$ cat src/rtl/sm_als_reader_if.sv
// sm_als_reader_if: bus side of the light sensor reader (start/auto requests in; busy/valid/value/frames status out)
interface sm_als_reader_if;
  logic start;
  logic auto;
  logic busy;
  logic valid;
  logic [7:0] value;
  logic [15:0] frames;
  modport master (output start, auto, input busy, valid, value, frames);
  modport slave (input start, auto, output busy, valid, value, frames);
endinterface

$ cat src/rtl/sm_als_reader.sv
// sm_als_reader: SPI reader for an 8-bit ambient light ADC; pins alsCS/alsSCK/alsSDO, bus via sm_als_reader_if.slave
module sm_als_reader #(
  parameter int SCK_HALF = 4,
  parameter int QUIET = 8
) (
  input logic clk,
  input logic rst,
  sm_als_reader_if.slave bus,
  input logic alsSDO,
  output logic alsCS,
  output logic alsSCK
);
  typedef enum logic [2:0] {ST_IDLE, ST_SETUP, ST_LOW, ST_HIGH, ST_QUIET} state_t;
  state_t state, state_n;
  logic [7:0] cnt;
  logic [3:0] bits;
  logic [11:0] shift;
  logic sdo_m, sdo_s;
  logic done, sample, fin;
  always_comb begin
    done = cnt == ((state == ST_QUIET) ? 8'(QUIET - 1) : 8'(SCK_HALF - 1));
    sample = state == ST_HIGH && done;
    fin = sample && bits == 4'd15;
    state_n = state;
    case (state)
      ST_IDLE: state_n = (bus.start || bus.auto) ? ST_SETUP : ST_IDLE;
      ST_SETUP: state_n = done ? ST_LOW : ST_SETUP;
      ST_LOW: state_n = done ? ST_HIGH : ST_LOW;
      ST_HIGH: state_n = done ? (fin ? ST_QUIET : ST_LOW) : ST_HIGH;
      ST_QUIET: state_n = done ? (bus.auto ? ST_SETUP : ST_IDLE) : ST_QUIET;
      default: state_n = ST_IDLE;
    endcase
  end
  assign alsCS = state == ST_IDLE || state == ST_QUIET;
  assign alsSCK = state != ST_LOW;
  assign bus.busy = state != ST_IDLE;
  // Only the 12 newest bits are kept: before the 16th shift, shift[11:4] already
  // holds frame bits 3..10, i.e. what a full 16-bit register shows at [12:5] afterwards.
  always_ff @(posedge clk) begin
    if (rst) begin
      state <= ST_IDLE;
      cnt <= '0;
      bits <= '0;
      shift <= '0;
      sdo_m <= 1'b1;
      sdo_s <= 1'b1;
      bus.valid <= 1'b0;
      bus.value <= '0;
      bus.frames <= '0;
    end else begin
      state <= state_n;
      sdo_m <= alsSDO;
      sdo_s <= sdo_m;
      cnt <= (state == ST_IDLE || done) ? '0 : cnt + 8'd1;
      bits <= bits + 4'(sample);
      shift <= sample ? {shift[10:0], sdo_s} : shift;
      bus.valid <= fin;
      bus.value <= fin ? shift[11:4] : bus.value;
      bus.frames <= bus.frames + 16'(fin);
    end
  end
endmodule
$ cat src/flat_wrapper.sv
// flat-port wrapper written by rule: the top's interface ports become plain ports
module sm_als_reader_flat 
#(
  parameter int SCK_HALF = 4,
  parameter int QUIET = 8
)
  (clk, rst, alsSDO, alsCS, alsSCK, bus_start, bus_auto, bus_busy, bus_valid, bus_value, bus_frames);
  sm_als_reader_if bus_i ();
  input logic clk;
  input logic rst;
  input logic alsSDO;
  output logic alsCS;
  output logic alsSCK;
  input wire logic [$bits(bus_i.start)-1:0] bus_start;
  input wire logic [$bits(bus_i.auto)-1:0] bus_auto;
  output wire logic [$bits(bus_i.busy)-1:0] bus_busy;
  output wire logic [$bits(bus_i.valid)-1:0] bus_valid;
  output wire logic [$bits(bus_i.value)-1:0] bus_value;
  output wire logic [$bits(bus_i.frames)-1:0] bus_frames;
  assign bus_i.start = bus_start;
  assign bus_i.auto = bus_auto;
  assign bus_busy = bus_i.busy;
  assign bus_valid = bus_i.valid;
  assign bus_value = bus_i.value;
  assign bus_frames = bus_i.frames;
  sm_als_reader #(.SCK_HALF(SCK_HALF), .QUIET(QUIET)) u_core (.clk(clk), .rst(rst), .bus(bus_i), .alsSDO(alsSDO), .alsCS(alsCS), .alsSCK(alsSCK));
endmodule
$ cat config.mk
export PLATFORM = sky130hd
export DESIGN_NAME = sm_als_reader_flat
export DESIGN_NICKNAME = d
export VERILOG_FILES = /design/src/rtl/sm_als_reader_if.sv /design/src/rtl/sm_als_reader.sv /design/src/flat_wrapper.sv
export SDC_FILE = /design/constraint.sdc
export NUM_CORES = 1
export LEC_CHECK = 0
export CORE_ASPECT_RATIO = 0.75
export CORE_MARGIN = 1
export CORE_UTILIZATION = 40
export DETAILED_ROUTE_END_ITERATION = 16
export SYNTH_ARGS = -nofsm -noshare
export SYNTH_HDL_FRONTEND = slang
export SYNTH_SLANG_ARGS = --single-unit
export TNS_END_PERCENT = 5
$ cat constraint.sdc
create_clock -name clk -period 3.4 [get_ports clk]
set_clock_uncertainty 0.2 [all_clocks]
set_input_delay 0.51 -clock clk [delete_from_list [all_inputs] [get_ports clk]]
set_output_delay 0.51 -clock clk [all_outputs]
set_load 0.01 [all_outputs]
==> reports/results.ini, run 1 <==
[critical_path]
end_kind = register
path_class = reg2reg
crit_arrival_ns = 2.91
crit_fanout = 5
startpoint_type = register
cp.required_ns = 3.44
rrSetupSlack_ns = 0.52

[clock_tree]
h-tree-depth = 2
cts_tree = done
cts-buffers-inserted = 5
clk_latency_ns = 0.31
holdBufCountCts = 0
post-cts-setup-buffers = 0
cts_sinks = 54
post_cts_resized = 0
clkTransAtPathRegs_ns = 0.10
cts-root-buf = clkbuf_8
cts_buffer_depth = 2

[layout]
layout.nets = 271
area_delta_synth_final_pct = 19.8
drive_above_1_share_pct = 9.58
diodes = 0
finish.utilization_pct = 50.4

[sta]
tightest_slew_ns = 0.495
rsz0062_at_grt = false
setup_viol = 0
achievable-frequency_mhz = 348
tns_ns = 0
final_max_slew_viol_count = 0
fin_crit_sh_pct = 84.6
max_slew_margin_pct = 67.0
hold_viol_final = 0
post-route-min-period_ns = 2.88

[drt]
detail_route.iter0.violations = 68
wl_per_cell_um = 11.9
drc = 0
vias_per_cell = 4.83
vias = 1622
routed_wl_mm = 4.00
drt-pass1-iter-count = 4
ant_nets = 0

[synthesis]
synth_top_area_share_pct = 47.2
synth_top_cell_by_area = dfxtp_1
synth-seq-cells = 54
yosys.cell_count.top_type = dfxtp_1
synthCells = 229
synth_edf_count = 0
ys.flop_type = dfxtp_1
yosysUniqueCellTypes = 41
async_reset_ff_share_pct = 0
synth_common_cells = dfxtp_1, nor2_1, mux2i_1, nand3_1, xor2_1
netlist_top_cells_area = dfxtp_1, mux2i_1, nor2_1
syn-num-nets = 240
yosysWarnings = 0
syn_area_per_cell_um2 = 10.0
netlist_area_um2 = 2290
yosysSeqAreaShare_pct = 47.2

[placement]
numPortBuffers = 32
gp_congestion = 0.728
dp_hpwl_mm = 2.77

[grt]
grt_usage_pct = 14.7
grt_pass1_vias = 1463
antenna_found_initial = 0
grt_pass1_wl_mm = 6.70
grt_max_degree = 48
overflow = 0

[die]
initial_utilization_pct = 42.1
fp-row-count = 23
dieArea_um2 = 6040
die_w_um = 89.4
core-area_um2 = 5440
io_pins = 33
die_h_um = 67.5

[power_and_ir_drop]
power_density_nw_per_um2 = 381
peakVddDrop_mv = 0.189
p_leak_uw = 0.00115

[run_status]
status = finished clean

[min_path]
hold_path_class = reg2reg

[flow_run]
cap_violations = 0

[cell usage in the layout (no fill, tap or decap), types with 3 or more instances in the layout]
master / instances
xor2_1: 11
clkbuf_8: 6
xnor2_1: 8
nor2_1: 47
nand3_1: 13
nor2b_1: 4
and4_1: 3
mux2i_1: 20
ha_1: 6
a21oi_1: 3
dfxtp_1: 54
nand2_1: 6
nand4_1: 3
and3_1: 4
inv_1: 5
clkdlybuf4s50_1: 32
or2_2: 3
[worst max-delay path: stages, from the launching register on]
cell,delay [ns]
dfxtp_1,0.41
ha_1,0.27
nor4b_4,0.36
nand4_1,0.18
inv_1,0.13
ha_1,0.15
ha_1,0.20
nand2_1,0.15
nor4_2,0.23
or3b_1,0.38
a21oi_1,0.15
[per-layer routing]
metal | vias up | track usage [%] | wire (µm)
li1 | 852 | - | -
met5 | - | 0 | 0
met3 | 4 | 3.91 | 128
met1 | 745 | 19.4 | 2090
met4 | 0 | 5.36 | 38
met2 | 21 | 23.2 | 1740
[path summary, 6_finish.rpt]
path,from,cells past startpoint,endpoint
worst max register to register,u_core.cnt[0],10,u_core.bus.frames[14]
worst min register to register,u_core.sdo_m,1,u_core.sdo_s
worst max-delay path,u_core.cnt[0],10,u_core.bus.frames[14]
worst min-delay path,u_core.sdo_m,1,u_core.sdo_s
[kinds of logic after synthesis]
kind of cell / Yosys count / synth area share, %
AO/OA/AOI/OAI: 14 / 5.41
XOR/XNOR: 19 / 7.26
adder cells (fa/ha/maj): 6 / 3.28
buffers and inverters: 15 / 4.15
flip-flops: 54 / 47.2
multiplexers: 20 / 8.74
AND/OR/NAND/NOR: 101 / 24.0
[report_power, final]
group | total [µW] | switching (µW) | internal [µW]
registers | 638 | 3.31 | 635
logic | 31.1 | 17.5 | 13.5
clock network | 377 | 209 | 168
[cell type report]
type / count / area [µm²]
clock buffers: 6 / 82.6
clock inverters: 2 / 17.5
fillers: 511 / 2700
inverters: 5 / 18.8
multi-input cells: 160 / 1110
flip-flops and latches: 54 / 1080
well taps: 75 / 93.8
repair buffers: 34 / 335
[registers in the layout, indices dropped and copies added (netlist names)]
register	count
u_core.bus.value	8
u_core.bus.valid	1
u_core.state	3
u_core.bits	4
u_core.bus.frames	16
u_core.sdo_s	1
u_core.shift	12
u_core.sdo_m	1
u_core.cnt	8
[stage by stage]
stage | hold WS (ns) | setup WS (ns) | power [µW] | area [µm²] | instances
finish | 0.218 | 0.524 | 1050 | 2740 | 336
detailed placement | 0.199 | 0.533 | 685 | 2640 | 328
floorplan | 0.189 | 0.858 | 672 | 2290 | 229
global route | 0.251 | 0.276 | 1090 | 2740 | 336
global placement | 0.192 | 0.710 | 684 | 2640 | 328
CTS | 0.223 | 0.510 | 1070 | 2740 | 336
Power figures use the tool's default switching activity.
==> run 2: changes to the inputs <==
- clock period: 3.4 -> 2.6 ns (I/O delays scaled with it)
==> run 2 against run 1 <==
Compared with the run above: critical path depth is the same; power grew 37%; die area is the same.
==> reports/results.ini, run 2 (synthesized netlist as in run 1, its figures left out) <==
[clock_tree]
cts-root-buf = clkbuf_8
cts-buffers-inserted = 5
holdBufCountCts = 0
cts_tree = done
clkTransAtPathRegs_ns = 0.10
h-tree-depth = 2
clk_latency_ns = 0.31
cts_sinks = 54
cts_buffer_depth = 2

[placement]
dp_hpwl_mm = 2.88
numPortBuffers = 32
gp_congestion = 0.788

[power_and_ir_drop]
power_density_nw_per_um2 = 504
p_leak_uw = 0.00121
power.total_uw = 1440
peakVddDrop_mv = 0.378

[drt]
vias = 1649
vias_per_cell = 4.77
wl_per_cell_um = 11.9
routed_wl_mm = 4.13
ant_nets = 0
drt-pass1-iter-count = 4
detail_route.iter0.violations = 49
drc = 0

[critical_path]
crit_fanout = 5
end_kind = register
cp.required_ns = 2.64
path_class = reg2reg
cpPeakStageDelay_ns = 0.38
path_delay_family = simple AND/OR/NAND/NOR gates
startpoint_type = register
cp_num_buf_inv = 1
crit_slowest_cell = or3b_1
crit_chain = ha_1 -> nor4b_4 -> nand4_1 -> inv_2 -> ha_1 -> ha_2 -> nand2_2 -> nor4_4 -> or3b_1 -> a21oi_1
crit_arrival_ns = 2.48
crit_path_frequent_cell = ha_1

[die]
fp-row-count = 23
die_h_um = 67.5
io_pins = 33
core-area_um2 = 5440
dieArea_um2 = 6040
initial_utilization_pct = 42.1
die_w_um = 89.4

[sta]
tightest_slew_ns = 0.367
hold_viol_final = 0
max_slew_margin_pct = 75.4
post-route-min-period_ns = 2.43
holdWs_ns = 0.214
setup_viol = 0
achievable-frequency_mhz = 411
final_max_slew_viol_count = 0
fin_crit_sh_pct = 93.6

[layout]
diodes = 0
drive_above_1_share_pct = 14.4
reg_top3 = u_core.bus.frames (16), u_core.shift (12)
final_cell_mix = dfxtp_1, nor2_1, clkdlybuf4s50_1
largest_reg_flops = 16
layout.nets = 281
fillers = 494
largest-register = u_core.bus.frames
final_common_cell = dfxtp_1
area_delta_synth_final_pct = 24.2

[grt]
grt_pass1_vias = 1471
grt_pass1_wl_mm = 6.83
grt_usage_pct = 15.0
grt_max_degree = 34
antenna_found_initial = 0
overflow = 0

[run_status]
status = finished clean

[flow_run]
cap_violations = 0

[min_path]
hold_path_class = reg2reg

## run 2: cell types whose count changed in the layout (fill, tap and decap cells not counted), sizes merged
cell / delta
clkinvlp: +1
buf: +10
bufinv: +1
clkinv: -2
## run 2: power breakdown
| part | internal, µW | leakage, µW | switching (µW) | total (µW) |
|---|---|---|---|---|
| Combinational | 20.6 | 0.000721 | 24.3 | 44.9 |
| Clock | 288 | 0.0000514 | 269 | 557 |
| Sequential | 831 | 0.000437 | 2.80 | 834 |
| Total | 1140 | 0.00121 | 296 | 1440 |
## run 2: final timing paths
check,startpoint,to,slack (ns),cells after the start
min,u_core.sdo_m,u_core.sdo_s,0.21,1
max reg2reg,u_core.cnt[0],u_core.bus.frames[14],0.17,10
min reg2reg,u_core.sdo_m,u_core.sdo_s,0.21,1
max,u_core.cnt[0],u_core.bus.frames[14],0.17,10
## run 2: layout make-up
type                       count  area (µm²)  area share (%)
tap                           75        93.8            3.30
clock buffer                   6        72.6            2.55
clock inverter                 2        37.5            1.32
timing repair buffer          44         410            14.4
multi-input combinational    160        1130            39.7
inverter                       5        18.8           0.660
sequential                    54        1080            38.1
## run 2: timing repair
item	4_1_cts	5_1_grt
endpoints found under the setup margin	0	1
hold endpoints to repair	0	0
setup buffers	0	1
resized for setup	0	6
## run 2: per-layer routing
layer  share of wire (%)  GRT usage, %
met2                  44          22.2
met5                   0             0
met1                  51          20.5
met4                 1.4          6.35
met3                 3.3          4.40
## run 2: through the flow
| stage | cell area, µm² | setup TNS [ns] | cells | util [%] | worst slack, ns |
|---|---|---|---|---|---|
| after CTS | 2820 | 0 | 345 | 51.9 | 0.0177 |
| final | 2850 | 0 | 346 | 52.3 | 0.166 |
| after global placement | 2710 | 0 | 337 | 49.9 | 0.129 |
| after floorplan | 2290 | 0 | 229 | - | 0.0575 |
| after global routing | 2850 | -0.0129 | 346 | 52.3 | -0.0129 |
| after detailed placement | 2710 | 0 | 337 | 49.9 | 0.0240 |
## run 2: worst reg2reg max path, delay by kind of cell, from the launching register on
family                   cells  cell delay (ns)
buffers and inverters        1             0.10
adder cells (fa/ha/maj)      3             0.52
AO/OA/AOI/OAI                1             0.15
flip-flops                   1             0.36
AND/OR/NAND/NOR              5             1.04
